File: src/rtl/fifo_monitor.sv
// Passive checker that shadows an observed FIFO and compares its flags, data and error output.
// Keeps sticky first-failure status and saturating coverage counters.
module fifo_monitor #(
    parameter int DATA_W    = 32,
    parameter int DEPTH     = 16,
    parameter int AFULL_TH  = DEPTH - 2,
    parameter int AEMPTY_TH = 2,
    parameter int CNT_W     = 16,
    localparam int OW       = $clog2(DEPTH + 1),
    localparam int PW       = $clog2(DEPTH)
) (
    input  logic              clk,
    input  logic              reset,
    input  logic              duv_reset,
    input  logic              push,
    input  logic              pop,
    input  logic [DATA_W-1:0] data_in,
    input  logic [DATA_W-1:0] data_out,
    input  logic              empty,
    input  logic              almost_empty,
    input  logic              almost_full,
    input  logic              full,
    input  logic              error,
    output logic [OW-1:0]     occ,
    output logic              chk_err,
    output logic [3:0]        err_code,
    output logic [CNT_W-1:0]  cov_full,
    output logic [CNT_W-1:0]  cov_empty,
    output logic [CNT_W-1:0]  cov_ovf,
    output logic [CNT_W-1:0]  cov_udf,
    output logic [CNT_W-1:0]  cov_rst_full,
    output logic [CNT_W-1:0]  cov_rst_afull,
    output logic [CNT_W-1:0]  cov_rst_empty,
    output logic [CNT_W-1:0]  cov_rst_aempty
);

    logic [DATA_W-1:0] mem_q [DEPTH];
    logic [PW-1:0]     wr_ptr_q, wr_ptr_d;
    logic [PW-1:0]     rd_ptr_q, rd_ptr_d;
    logic [OW-1:0]     occ_q, occ_d;
    logic              pend_q, pend_d;
    logic [DATA_W-1:0] exp_q, exp_d;
    logic              err_exp_q, err_exp_d;
    logic              chk_q;
    logic [3:0]        code_q;
    logic [3:0]        fail_code;
    // hist bits: 0 full, 1 almost full, 2 empty, 3 almost empty
    logic [3:0]        hist_q, hist_d;
    logic [CNT_W-1:0]  cnt_q [8];
    logic [CNT_W-1:0]  cnt_d [8];
    logic [7:0]        inc;

    logic s_full, s_empty, s_afull, s_aempty;
    logic acc_push, acc_pop, ovf, udf, ovf_ev, udf_ev;

    assign s_full   = (occ_q == OW'(DEPTH));
    assign s_empty  = (occ_q == '0);
    assign s_afull  = (occ_q >= OW'(AFULL_TH));
    assign s_aempty = (occ_q <= OW'(AEMPTY_TH));

    // Push into a full shadow is still accepted when a pop frees the slot.
    assign acc_push = push & (~s_full | pop);
    assign acc_pop  = pop & ~s_empty;
    assign ovf      = push & s_full & ~pop;
    assign udf      = pop & s_empty;
    assign ovf_ev   = ovf & ~duv_reset;
    assign udf_ev   = udf & ~duv_reset;

    assign hist_d = {s_aempty, s_empty, s_afull, s_full};

    assign inc = {hist_q[3] & duv_reset,
                  hist_q[2] & duv_reset,
                  hist_q[1] & duv_reset,
                  hist_q[0] & duv_reset,
                  udf_ev,
                  ovf_ev,
                  s_empty & ~hist_q[2],
                  s_full & ~hist_q[0]};

    // Shadow pointer/occupancy update and pending-compare capture
    always_comb begin
        wr_ptr_d  = wr_ptr_q;
        rd_ptr_d  = rd_ptr_q;
        occ_d     = occ_q;
        pend_d    = 1'b0;
        exp_d     = exp_q;
        err_exp_d = 1'b0;
        if (duv_reset) begin
            wr_ptr_d = '0;
            rd_ptr_d = '0;
            occ_d    = '0;
        end else begin
            if (acc_push) begin
                wr_ptr_d = wr_ptr_q + PW'(1);
            end
            if (acc_pop) begin
                rd_ptr_d = rd_ptr_q + PW'(1);
                pend_d   = 1'b1;
                exp_d    = mem_q[rd_ptr_q];
            end
            if (acc_push && !acc_pop) begin
                occ_d = occ_q + OW'(1);
            end else if (!acc_push && acc_pop) begin
                occ_d = occ_q - OW'(1);
            end
            err_exp_d = ovf | udf;
        end
    end

    // Per-cycle checks; the first failing check in code order wins
    always_comb begin
        fail_code = 4'd0;
        if (!duv_reset) begin
            if (pend_q && (data_out != exp_q)) begin
                fail_code = 4'd1;
            end else if (empty != s_empty) begin
                fail_code = 4'd2;
            end else if (full != s_full) begin
                fail_code = 4'd3;
            end else if (almost_full != s_afull) begin
                fail_code = 4'd4;
            end else if (almost_empty != s_aempty) begin
                fail_code = 4'd5;
            end else if (err_exp_q && !error) begin
                fail_code = 4'd6;
            end else if (!err_exp_q && error) begin
                fail_code = 4'd7;
            end
        end
    end

    // Saturating increment of every coverage counter
    always_comb begin
        for (int i = 0; i < 8; i++) begin
            cnt_d[i] = cnt_q[i];
            if (inc[i] && (cnt_q[i] != '1)) begin
                cnt_d[i] = cnt_q[i] + CNT_W'(1);
            end
        end
    end

    // Shadow storage write (no reset needed, guarded by occupancy)
    always_ff @(posedge clk) begin
        if (!reset && !duv_reset && acc_push) begin
            mem_q[wr_ptr_q] <= data_in;
        end
    end

    // State registers with synchronous monitor reset
    always_ff @(posedge clk) begin
        if (reset) begin
            wr_ptr_q  <= '0;
            rd_ptr_q  <= '0;
            occ_q     <= '0;
            pend_q    <= 1'b0;
            exp_q     <= '0;
            err_exp_q <= 1'b0;
            chk_q     <= 1'b0;
            code_q    <= 4'd0;
            hist_q    <= 4'd0;
            for (int i = 0; i < 8; i++) begin
                cnt_q[i] <= '0;
            end
        end else begin
            wr_ptr_q  <= wr_ptr_d;
            rd_ptr_q  <= rd_ptr_d;
            occ_q     <= occ_d;
            pend_q    <= pend_d;
            exp_q     <= exp_d;
            err_exp_q <= err_exp_d;
            hist_q    <= hist_d;
            if (!chk_q && (fail_code != 4'd0)) begin
                chk_q  <= 1'b1;
                code_q <= fail_code;
            end
            for (int i = 0; i < 8; i++) begin
                cnt_q[i] <= cnt_d[i];
            end
        end
    end

    assign occ            = occ_q;
    assign chk_err        = chk_q;
    assign err_code       = code_q;
    assign cov_full       = cnt_q[0];
    assign cov_empty      = cnt_q[1];
    assign cov_ovf        = cnt_q[2];
    assign cov_udf        = cnt_q[3];
    assign cov_rst_full   = cnt_q[4];
    assign cov_rst_afull  = cnt_q[5];
    assign cov_rst_empty  = cnt_q[6];
    assign cov_rst_aempty = cnt_q[7];

endmodule

File: config.mk
export PLATFORM = sky130hd
export DESIGN_NAME = fifo_monitor
export DESIGN_NICKNAME = d
export VERILOG_FILES = /design/src/rtl/fifo_monitor.sv
export SDC_FILE = /design/constraint.sdc
export NUM_CORES = 1
export LEC_CHECK = 0
export CORE_MARGIN = 4
export CORE_UTILIZATION = 63
export DETAILED_ROUTE_END_ITERATION = 6
export PLACE_DENSITY = 0.88
export SLEW_MARGIN = 30
export SYNTH_ARGS = -nofsm -noshare
export SYNTH_HDL_FRONTEND = slang
export SYNTH_SLANG_ARGS = --single-unit
File: constraint.sdc
create_clock -name clk -period 8.85 [get_ports clk]
set_input_delay 0.885 -clock clk [delete_from_list [all_inputs] [get_ports clk]]
set_output_delay 0.885 -clock clk [all_outputs]
set_load 0.02 [all_outputs]
==> results of run 1 <==
worst max-delay path by stage:
stage,cells after the start,to,start
6_report,6,mem_q[2][21],pop
5_1_grt,6,mem_q[3][21],pop
3_5_place_dp,6,mem_q[3][13],pop
2_1_floorplan,5,mem_q[0][0],pop
3_3_place_gp,5,mem_q[2][8],duv_reset
4_1_cts,6,mem_q[1][18],pop
cells in the final DEF (no fill, tap or decap), types with 39 or more instances in the layout:
cell type and count:
edfxtp_1 512, clkdlybuf4s50_1 209, dfxtp_1 179, mux4_2 160, nor2_1 140, nand2_1 133, xor2_1 102, clkbuf_16 70
a21oi_1 64, nand3_1 42, nand4_1 39
worst max-delay path, cell delays in order:
cell and delay (ns):
clkdlybuf4s50_1 0.54, o21a_1 0.31, nor3b_1 0.59, nand2_1 0.45, nor3_4 0.78, buf_4 0.48
per-stage QoR:
stage	total power, mW	cell area (um2)	hold WS, ns
floorplan	3.95	27600	0.448
global placement	4.12	30400	0.444
detailed placement	4.14	30900	0.449
CTS	6.89	33000	0.456
global route	7.10	33000	0.480
finish	6.88	33000	0.455
logic make-up (layout without fill, tap and decap cells):
logic type               count (synthesis)  in the layout  share of synthesized area [%]
AND/OR/NAND/NOR                        482            482                           8.31
multiplexers                           172            172                           13.5
buffers and inverters                   96            385                           1.35
other                                    1              2                         0.0136
adder cells (fa/ha/maj)                 19             19                          0.887
AO/OA/AOI/OAI                          119            119                           2.66
flip-flops                             695            695                           68.9
XOR/XNOR                               140            140                           4.44
per-layer routing:
| layer | part of all wire, % | vias up | GRT usage [%] |
|---|---|---|---|
| met5 | 0.047 | - | 0 |
| met4 | 2.3 | 4 | 8.01 |
| met3 | 11 | 128 | 7.51 |
| met2 | 50 | 1049 | 50.1 |
| met1 | 37 | 8271 | 40.1 |
| li1 | - | 7115 | - |
cell type report:
class | count | area (um2)
fill | 2341 | 10300
clock inverter | 29 | 234
timing repair buffer | 239 | 2650
sequential | 695 | 19100
tap | 585 | 732
clock buffer | 96 | 1890
inverter | 21 | 78.8
antenna | 1 | 2.50
multi-input combinational | 933 | 8380
flip-flops by register name, indices dropped and copies added (netlist names):
name and cells:
mem_q 512, cnt_q 128, exp_q 32, occ 5, hist_q 4, rd_ptr_q 4, wr_ptr_q 4, err_code 3
chk_err 1, err_exp_q 1, pend_q 1
power breakdown:
part / internal, mW / leakage [nW] / switching [mW]
registers: 3.53 / 6.09 / 0.0520
logic: 0.224 / 3.34 / 0.280
clock network: 1.56 / 1.02 / 1.23
total: 5.32 / 10.4 / 1.56
==> flow_metrics.py, run 1 <==
metrics = {
    "critical_path": {
        "rrSetupSlack_ns": 5.16,
        "reg2regPathDepth": 7,
        "crit_arrival_ns": 4.06,
        "required_ns": 9.09,
        "cp_max_fo": 20,
        "timing.rr.start": "occ[1]",
        "cp-start-kind": "primary input",
        "endpoint_kind": "flip-flop",
        "r2r_end": "mem_q[2][21]",
        "path_class": "in -> reg",
    },
    "yosys": {
        "synth_area_um2": 27600,
        "synth_top_area_cell": "edfxtp_1",
        "ys_ff_latch": 695,
        "netlist_top_cells_count": "512 x edfxtp_1, 183 x dfxtp_1, 160 x mux4_2",
        "ys_seq_area_share_pct": 68.9,
        "synth_cell_type_count": 57,
        "avgSynthCellArea_um2": 16.0,
        "synth_top_area_share_pct": 55.6,
        "yosysMostFrequentCell": "edfxtp_1",
        "synth_area_leaders": "edfxtp_1 56%, dfxtp_1 13%, mux4_2 13%",
        "synth_nets": 1817,
        "synthArstFlopShare_pct": 0,
        "synth_edf_count": 512,
        "syn_inst": 1724,
        "synthFlopType": "edfxtp_1",
        "yosys_warnings": 0,
    },
    "clock_network": {
        "holdBufCountCts": 0,
        "cts_tree": "built",
        "cts_resized": 0,
        "cts_setup_buffers": 0,
        "clock_latency_ns": 0.61,
        "root_buffer": "clkbuf_16",
        "cts_sinks": 695,
        "cts_made_buffers": 68,
        "cts-htree-levels": 3,
        "clkSlewWorstSetupHoldPaths_ns": 0.06,
        "clock_path_buffers": 3,
    },
    "die": {
        "fp.coreArea_um2": 43300,
        "initial_core_util_pct": 63.9,
        "die_h_um": 217,
        "die_x_um": 217,
        "ioPinCount": 212,
        "dieArea_um2": 47300,
        "row_count": 76,
    },
    "drt": {
        "routed_via_density": 6.37,
        "routed_wl_um": 69600,
        "ant_nets": 0,
        "drt_iter0_drc": 2312,
        "wl_per_cell_um": 26.8,
        "drc": 0,
        "vias": 16600,
        "drtPass1Iterations": 7,
    },
    "power": {
        "ir_drop_uv": 160,
        "power_leakage_nw": 10.4,
        "powerDensity_nw_per_um2": 208,
    },
    "timing": {
        "layout_worst_path_cycle_share_pct": 43.1,
        "period_needed_ns": 3.81,
        "relSlewSlack_pct": 32.5,
        "fin_ws_ns": 5.04,
        "setup_viol": 0,
        "slew_viol_final": 0,
        "maxClockFrequency_ghz": 0.262,
        "clock_skew_ns": 0.0327,
        "finalHoldViolCount": 0,
        "tns_ns": 0,
        "worst_pin_slew_ns": 1.00,
        "rsz0062_at_grt": "false",
    },
    "grt": {
        "gr-usage-all-layers_pct": 30.0,
        "grt_pass1_wl_um": 106000,
        "overflow": 0,
        "antenna_found_initial": 2,
        "grt_max_degree": 88,
        "grt_pass1_vias": 16800,
    },
    "final_layout": {
        "fin_nets": 2051,
        "postLayoutCoreUtil_pct": 76.3,
        "areaGrowthSynthToFinish_pct": 19.4,
        "drive_above_1_share_pct": 15.8,
        "fin_cells": 2599,
    },
    "status": {
        "run_status": "finished clean",
    },
    "worst_hold_path": {
        "holdPathEnd": "err_code[0]",
        "hold_start": "err_code[0]",
        "min_path_cells": 2,
        "min_path_type": "reg -> reg",
    },
    "place": {
        "place_ws_ns": 4.54,
        "port_buffers": 210,
        "gp_congestion": 0.848,
        "dp.cells": 2473,
        "hpwl_um": 43000,
    },
    "job": {
        "maxCapViolations": 0,
    },
}
(Power assumes the default switching activity.)
==> run 2: changes to the inputs <==
--- a/config.mk
+++ b/config.mk
@@ -6,9 +6,9 @@
 export NUM_CORES = 1
 export LEC_CHECK = 0
 export CORE_MARGIN = 4
-export CORE_UTILIZATION = 63
+export CORE_UTILIZATION = 53
 export DETAILED_ROUTE_END_ITERATION = 6
-export PLACE_DENSITY = 0.88
+export PLACE_DENSITY = 0.79
 export SLEW_MARGIN = 30
 export SYNTH_ARGS = -nofsm -noshare
 export SYNTH_HDL_FRONTEND = slang
==> constraint.sdc (replaced) <==
create_clock -name clk -period 3.13 [get_ports clk]
set_input_delay 0.313 -clock clk [delete_from_list [all_inputs] [get_ports clk]]
set_output_delay 0.313 -clock clk [all_outputs]
set_load 0.02 [all_outputs]
==> run 2 against run 1 <==
Against the previous run:
- core utilization down 11 points
- critical path type is now reg -> reg
- routed wire length down 3.1%
- register-to-register slack worse by 5.0 ns
- non-clock buffer count up 20
- largest cell class unchanged
- critical path depth up 5
- clock power rose to 3.1 times the previous value
==> flow_metrics.py, run 2 (synthesis gave the netlist of run 1 again) <==
metrics = {
    "die": {
        "dieArea_um2": 55900,
        "fp.coreArea_um2": 51500,
        "ioPinCount": 212,
        "row_count": 83,
        "initial_core_util_pct": 53.7,
        "die_h_um": 236,
        "die_x_um": 236,
    },
    "timing": {
        "maxClockFrequency_ghz": 0.341,
        "worst_pin_slew_ns": 1.00,
        "layout_worst_path_cycle_share_pct": 93.7,
        "clock_skew_ns": 0.0290,
        "period_needed_ns": 2.93,
        "holdWs_ns": 0.116,
        "setup_viol": 0,
        "finalHoldViolCount": 0,
        "slew_viol_final": 0,
        "relSlewSlack_pct": 31.4,
        "rsz0062_at_grt": "false",
    },
    "grt": {
        "grt_pass1_vias": 16400,
        "grt_max_degree": 90,
        "grt_pass1_wl_um": 102000,
        "overflow": 0,
        "gr-usage-all-layers_pct": 24.0,
        "antenna_found_initial": 3,
    },
    "job": {
        "maxCapViolations": 0,
    },
    "critical_path": {
        "crit_arrival_ns": 3.44,
        "path_class": "reg -> reg",
        "cp_max_fo": 7,
        "critical_path.cell_chain": "or4_1 > o21a_1 > inv_2 > ha_1 > inv_1 > fa_1 > a21o_1 > a21oi_1 > xnor2_1 > or3_1 > a21oi_1",
        "cpLargestDelayFamily": "simple AND/OR/NAND/NOR gates",
        "endpoint_kind": "flip-flop",
        "cp-start-kind": "flip-flop",
        "crit_path_top_delay_cell": "or4_1",
        "cp_common_cell": "a21oi_1",
        "required_ns": 3.64,
        "cp_slowest_stage_delay_ns": 0.53,
        "path_buf_inv": 2,
    },
    "final_layout": {
        "top_register": "mem_q",
        "largest_register_ff_count": 512,
        "final_common_cell": "edfxtp_1",
        "reg_top3": "mem_q (512), cnt_q (128), exp_q (32)",
        "layout_common_cells": "512 x edfxtp_1, 209 x clkdlybuf4s50_1, 179 x dfxtp_1",
        "drive_above_1_share_pct": 16.9,
        "fin_nets": 2074,
        "final_area_um2": 33500,
        "areaGrowthSynthToFinish_pct": 21.0,
    },
    "drt": {
        "routed_via_density": 6.05,
        "drtPass1Iterations": 5,
        "vias": 16400,
        "drc": 0,
        "ant_nets": 0,
        "drt_iter0_drc": 2007,
        "routed_wl_um": 67400,
        "wl_per_cell_um": 24.8,
    },
    "clock_network": {
        "cts-htree-levels": 3,
        "clock_latency_ns": 0.60,
        "cts_made_buffers": 71,
        "cts_tree": "built",
        "cts_sinks": 695,
        "cts_setup_buffers": 0,
        "clock_path_buffers": 3,
        "root_buffer": "clkbuf_16",
        "clkSlewWorstSetupHoldPaths_ns": 0.06,
    },
    "power": {
        "p_sw_mw": 4.43,
        "total_power_mw": 20.2,
        "clkPwrFrac_pct": 42.3,
        "p_int_mw": 15.8,
        "power_leakage_nw": 10.6,
        "powerDensity_nw_per_um2": 604,
        "p_seq_share_pct": 50.0,
        "ir_drop_uv": 486,
        "pwr-share-comb_pct": 7.7,
        "switching_share_pct": 21.9,
    },
    "place": {
        "port_buffers": 210,
        "postPlaceCellArea_um2": 31100,
        "hpwl_um": 42300,
        "gp_congestion": 0.834,
    },
    "status": {
        "run_status": "finished clean",
    },
    "worst_hold_path": {
        "min_path_type": "in -> reg",
    },
}
[run 2: final timing paths]
check	from	end	slack [ns]	depth (start not counted)
setup / recovery	occ[3]	occ[4]	0.20	11
hold / removal	reset	cnt_q[0][15]	0.12	2
setup reg to reg	occ[3]	occ[4]	0.20	11
hold reg to reg	err_code[0]	err_code[0]	0.45	2
[run 2: layout make-up]
cell class,instances,area [um2]
Sequential cell,695,19000
Fill cell,3508,18100
Multi-Input combinational cell,933,8370
Timing Repair Buffer,259,2760
Clock buffer,96,1930
Tap cell,680,851
Clock inverter,34,414
Inverter,21,78.8
Antenna cell,1,2.50
[run 2: layer usage]
metal  wire length [um]  vias to the layer above  part of all wire (%)  track usage, %
li1                   -                     7158                     -               -
met2              31700                      929                    47            37.7
met5                 13                        -                 0.019               0
met4               1550                        2                   2.3            6.69
met1              26300                     8249                    39            33.3
met3               7830                      104                    12            6.73
[run 2: power groups by stage]
| stage | Clock, mW | Combinational [mW] | Sequential (mW) |
|---|---|---|---|
| finish | 8.55 | 1.55 | 10.1 |
| global route | 9.08 | 1.67 | 10.1 |
| CTS | 8.71 | 1.55 | 10.1 |
| detailed placement | 0 | 1.53 | 10.3 |
| global placement | 0 | 1.49 | 10.3 |
| floorplan | 0 | 0.858 | 10.3 |
[run 2: stage by stage]
step | instances | TNS, ns | worst slack (ns) | utilization, %
6_report | 2719 | 0 | 0.197 | 64.9
5_1_grt | 2718 | 0 | 0.0000320 | 64.9
4_1_cts | 2718 | 0 | 0.150 | 64.9
3_3_place_gp | 2588 | 0 | 0.224 | 60.4
3_5_place_dp | 2588 | 0 | 0.164 | 60.4
2_1_floorplan | 1724 | -150.16 | -0.326 | -
[run 2: what timing repair did]
item / CTS / global route
hold buffers: 0 / 0
setup endpoints to repair: 0 / 1
hold endpoints to repair: 0 / 0
resized for setup: 0 / 1
[run 2: worst reg2reg max path: stages, from the launching register on]
cell and delay (ns):
dfxtp_1 0.38, or4_1 0.53, o21a_1 0.27, inv_2 0.12, ha_1 0.19, inv_1 0.10
fa_1 0.41, a21o_1 0.17, a21oi_1 0.17, xnor2_1 0.09, or3_1 0.30, a21oi_1 0.13
==> run 3: changes to the inputs <==
--- a/config.mk
+++ b/config.mk
@@ -5,9 +5,11 @@
 export SDC_FILE = /design/constraint.sdc
 export NUM_CORES = 1
 export LEC_CHECK = 0
+export CAP_MARGIN = 20
 export CORE_MARGIN = 4
 export CORE_UTILIZATION = 53
 export DETAILED_ROUTE_END_ITERATION = 6
+export GPL_TIMING_DRIVEN = 0
 export PLACE_DENSITY = 0.79
 export SLEW_MARGIN = 30
 export SYNTH_ARGS = -nofsm -noshare
==> constraint.sdc (replaced) <==
create_clock -name clk -period 3.13 [get_ports clk]
set_input_delay 0.7825 -clock clk [delete_from_list [all_inputs] [get_ports clk]]
set_output_delay 0.7825 -clock clk [all_outputs]
set_load 0.02 [all_outputs]
==> run 3 against run 2 <==
Against the previous run:
- die area stayed put
- maximum frequency is 6.0% lower
- final cell count is 3.8% higher
- power is 0.71% higher
- setup slack worse by 0.19 ns
- core utilization is 1.9 points higher
- clock power is 2% higher
==> flow_metrics.py, run 3 (synthesis gave the netlist of run 1 again) <==
metrics = {
    "final_layout": {
        "top_register": "mem_q",
        "final_common_cell": "edfxtp_1",
        "seq_area_um2": 19000,
        "areaGrowthSynthToFinish_pct": 24.5,
        "largest_register_ff_count": 512,
        "nFillCells": 3365,
        "fin_nets": 2173,
        "reg_top3": "mem_q (512), cnt_q (128), exp_q (32)",
        "multi_input_area_um2": 8400,
        "drive_above_1_share_pct": 18.5,
        "layout_common_cells": "512 x edfxtp_1, 210 x clkdlybuf4s50_1, 180 x dfxtp_1",
    },
    "clock_network": {
        "clock_path_buffers": 3,
        "clock_latency_ns": 0.62,
        "cts-htree-levels": 3,
        "root_buffer": "clkbuf_16",
        "cts_tree": "built",
        "cts_sinks": 695,
        "holdBufCountCts": 0,
        "cts_made_buffers": 70,
        "clkSlewWorstSetupHoldPaths_ns": 0.06,
    },
    "worst_hold_path": {
        "min_path_type": "reg -> reg",
        "min_path_cells": 2,
        "holdPathEnd": "err_code[0]",
        "hold_start": "err_code[0]",
    },
    "grt": {
        "grt_pass1_wl_um": 110000,
        "grt_pass1_vias": 17400,
        "grt_max_degree": 17,
        "overflow": 0,
        "antenna_found_initial": 6,
        "gr-usage-all-layers_pct": 26.1,
    },
    "timing": {
        "fin_ws_ns": 0.00954,
        "setup_viol": 0,
        "finalHoldViolCount": 0,
        "maxClockFrequency_ghz": 0.320,
        "layout_worst_path_cycle_share_pct": 99.7,
        "holdWs_ns": 0.485,
        "rsz0062_at_grt": "false",
        "slew_viol_final": 0,
        "clock_skew_ns": 0.0215,
        "relSlewSlack_pct": 35.8,
        "worst_pin_slew_ns": 0.963,
        "period_needed_ns": 3.12,
    },
    "critical_path": {
        "path_buf_inv": 2,
        "r2r_end": "exp_q[2]",
        "cp_max_fo": 10,
        "timing.rr.start": "rd_ptr_q[1]",
        "rrSetupSlack_ns": 0.01,
        "crit_arrival_ns": 3.58,
        "cp_slowest_stage_delay_ns": 0.78,
        "required_ns": 3.59,
        "cp.depth": 6,
        "crit_path_top_delay_cell": "clkbuf_1",
        "cpLargestDelayFamily": "buffers and inverters",
        "critical_path.cell_chain": "clkbuf_1 > clkbuf_1 > mux4_2 > mux4_2 > nand2_1 > a21oi_1",
        "path_class": "reg -> reg",
        "cp-start-kind": "flip-flop",
        "reg2regPathDepth": 6,
        "endpoint_kind": "flip-flop",
    },
    "drt": {
        "drtPass1Iterations": 6,
        "vias": 17300,
        "ant_nets": 0,
        "routed_via_density": 6.13,
        "wl_per_cell_um": 26.2,
        "drt_iter0_drc": 2004,
        "drc": 0,
        "routed_wl_um": 73800,
    },
    "place": {
        "port_buffers": 210,
        "gp_congestion": 0.840,
        "hpwl_um": 47300,
        "place_ws_ns": -0.687,
    },
    "job": {
        "maxCapViolations": 0,
    },
    "power": {
        "ir_drop_uv": 528,
        "power_leakage_nw": 11.1,
        "powerDensity_nw_per_um2": 591,
    },
    "die": {
        "initial_core_util_pct": 53.7,
        "fp.coreArea_um2": 51500,
        "die_h_um": 236,
        "dieArea_um2": 55900,
        "ioPinCount": 212,
        "die_x_um": 236,
        "row_count": 83,
    },
    "status": {
        "run_status": "finished clean",
    },
}
## run 3: cell count changes in the layout (fill, tap and decap cells not counted), sizes merged
cell | before | now
diode | 1 | 5
buf | 50 | 94
clkinvlp | 6 | 2
bufinv | 9 | 7
clkdlybuf4s50 | 209 | 210
inv | 24 | 25
clkinv | 16 | 15
clkbuf | 96 | 155
## run 3: cell type report
| cell class | count | area share, % |
|---|---|---|
| Clock buffer | 100 | 5.83 |
| Tap cell | 680 | 2.47 |
| Antenna cell | 5 | 0.0363 |
| Sequential cell | 695 | 55.3 |
| Timing Repair Buffer | 284 | 9.70 |
| Clock inverter | 28 | 1.08 |
| Multi-Input combinational cell | 933 | 24.4 |
| Inverter | 21 | 0.236 |
| Buffer | 75 | 0.901 |
## run 3: timing repair
| action | CTS | global route |
|---|---|---|
| buffers inserted | 28 | 6 |
| gates cloned | 0 | 0 |
| pin swaps | 12 | 2 |
| gates resized for setup | 4 | 14 |
| setup endpoints to repair | 248 | 134 |
## run 3: worst reg2reg max path: cells and delay by family (launching register included)
kind,cells,cell delay (ns)
buffers and inverters,2,1.31
multiplexers,2,0.94
flip-flops,1,0.51
AND/OR/NAND/NOR,1,0.11
AO/OA/AOI/OAI,1,0.09
## run 3: how the worst max path moves through the flow
| stage | to | from | slack, ns |
|---|---|---|---|
| floorplan | mem_q[12][0] | occ[1] | -0.33 |
| global placement | mem_q[7][1] | pop | -2.83 |
| detailed placement | mem_q[12][2] | pop | -0.69 |
| CTS | mem_q[3][4] | occ[4] | -0.04 |
| global route | occ[4] | occ[1] | 0.007 |
| finish | exp_q[2] | rd_ptr_q[1] | 0.01 |
## run 3: where the power goes
part	internal (mW)	switching, mW
Clock	5.10	3.61
Sequential	9.99	0.136
Combinational	0.681	0.834
Total	15.8	4.58
## run 3: routing by layer
layer  vias to the layer above  track usage (%)  wire (um)
met5                         -                0         13
met4                         2             9.93       2840
met3                       177             7.95       8490
met2                      1099             42.1      35800
met1                      8663             33.9      26700
li1                       7364                -          -
## run 3: stage by stage
step | utilization, % | instances | total power, mW | instance area (um2) | setup TNS (ns)
floorplan | - | 1724 | 11.2 | 27700 | -150.16
global placement | 59.4 | 2614 | 11.7 | 30600 | -1361.59
detailed placement | 61.2 | 2654 | 11.8 | 31500 | -278.14
CTS | 66.6 | 2810 | 20.4 | 34300 | -0.496
global route | 66.8 | 2820 | 21.0 | 34400 | 0
finish | 66.8 | 2821 | 20.3 | 34400 | 0
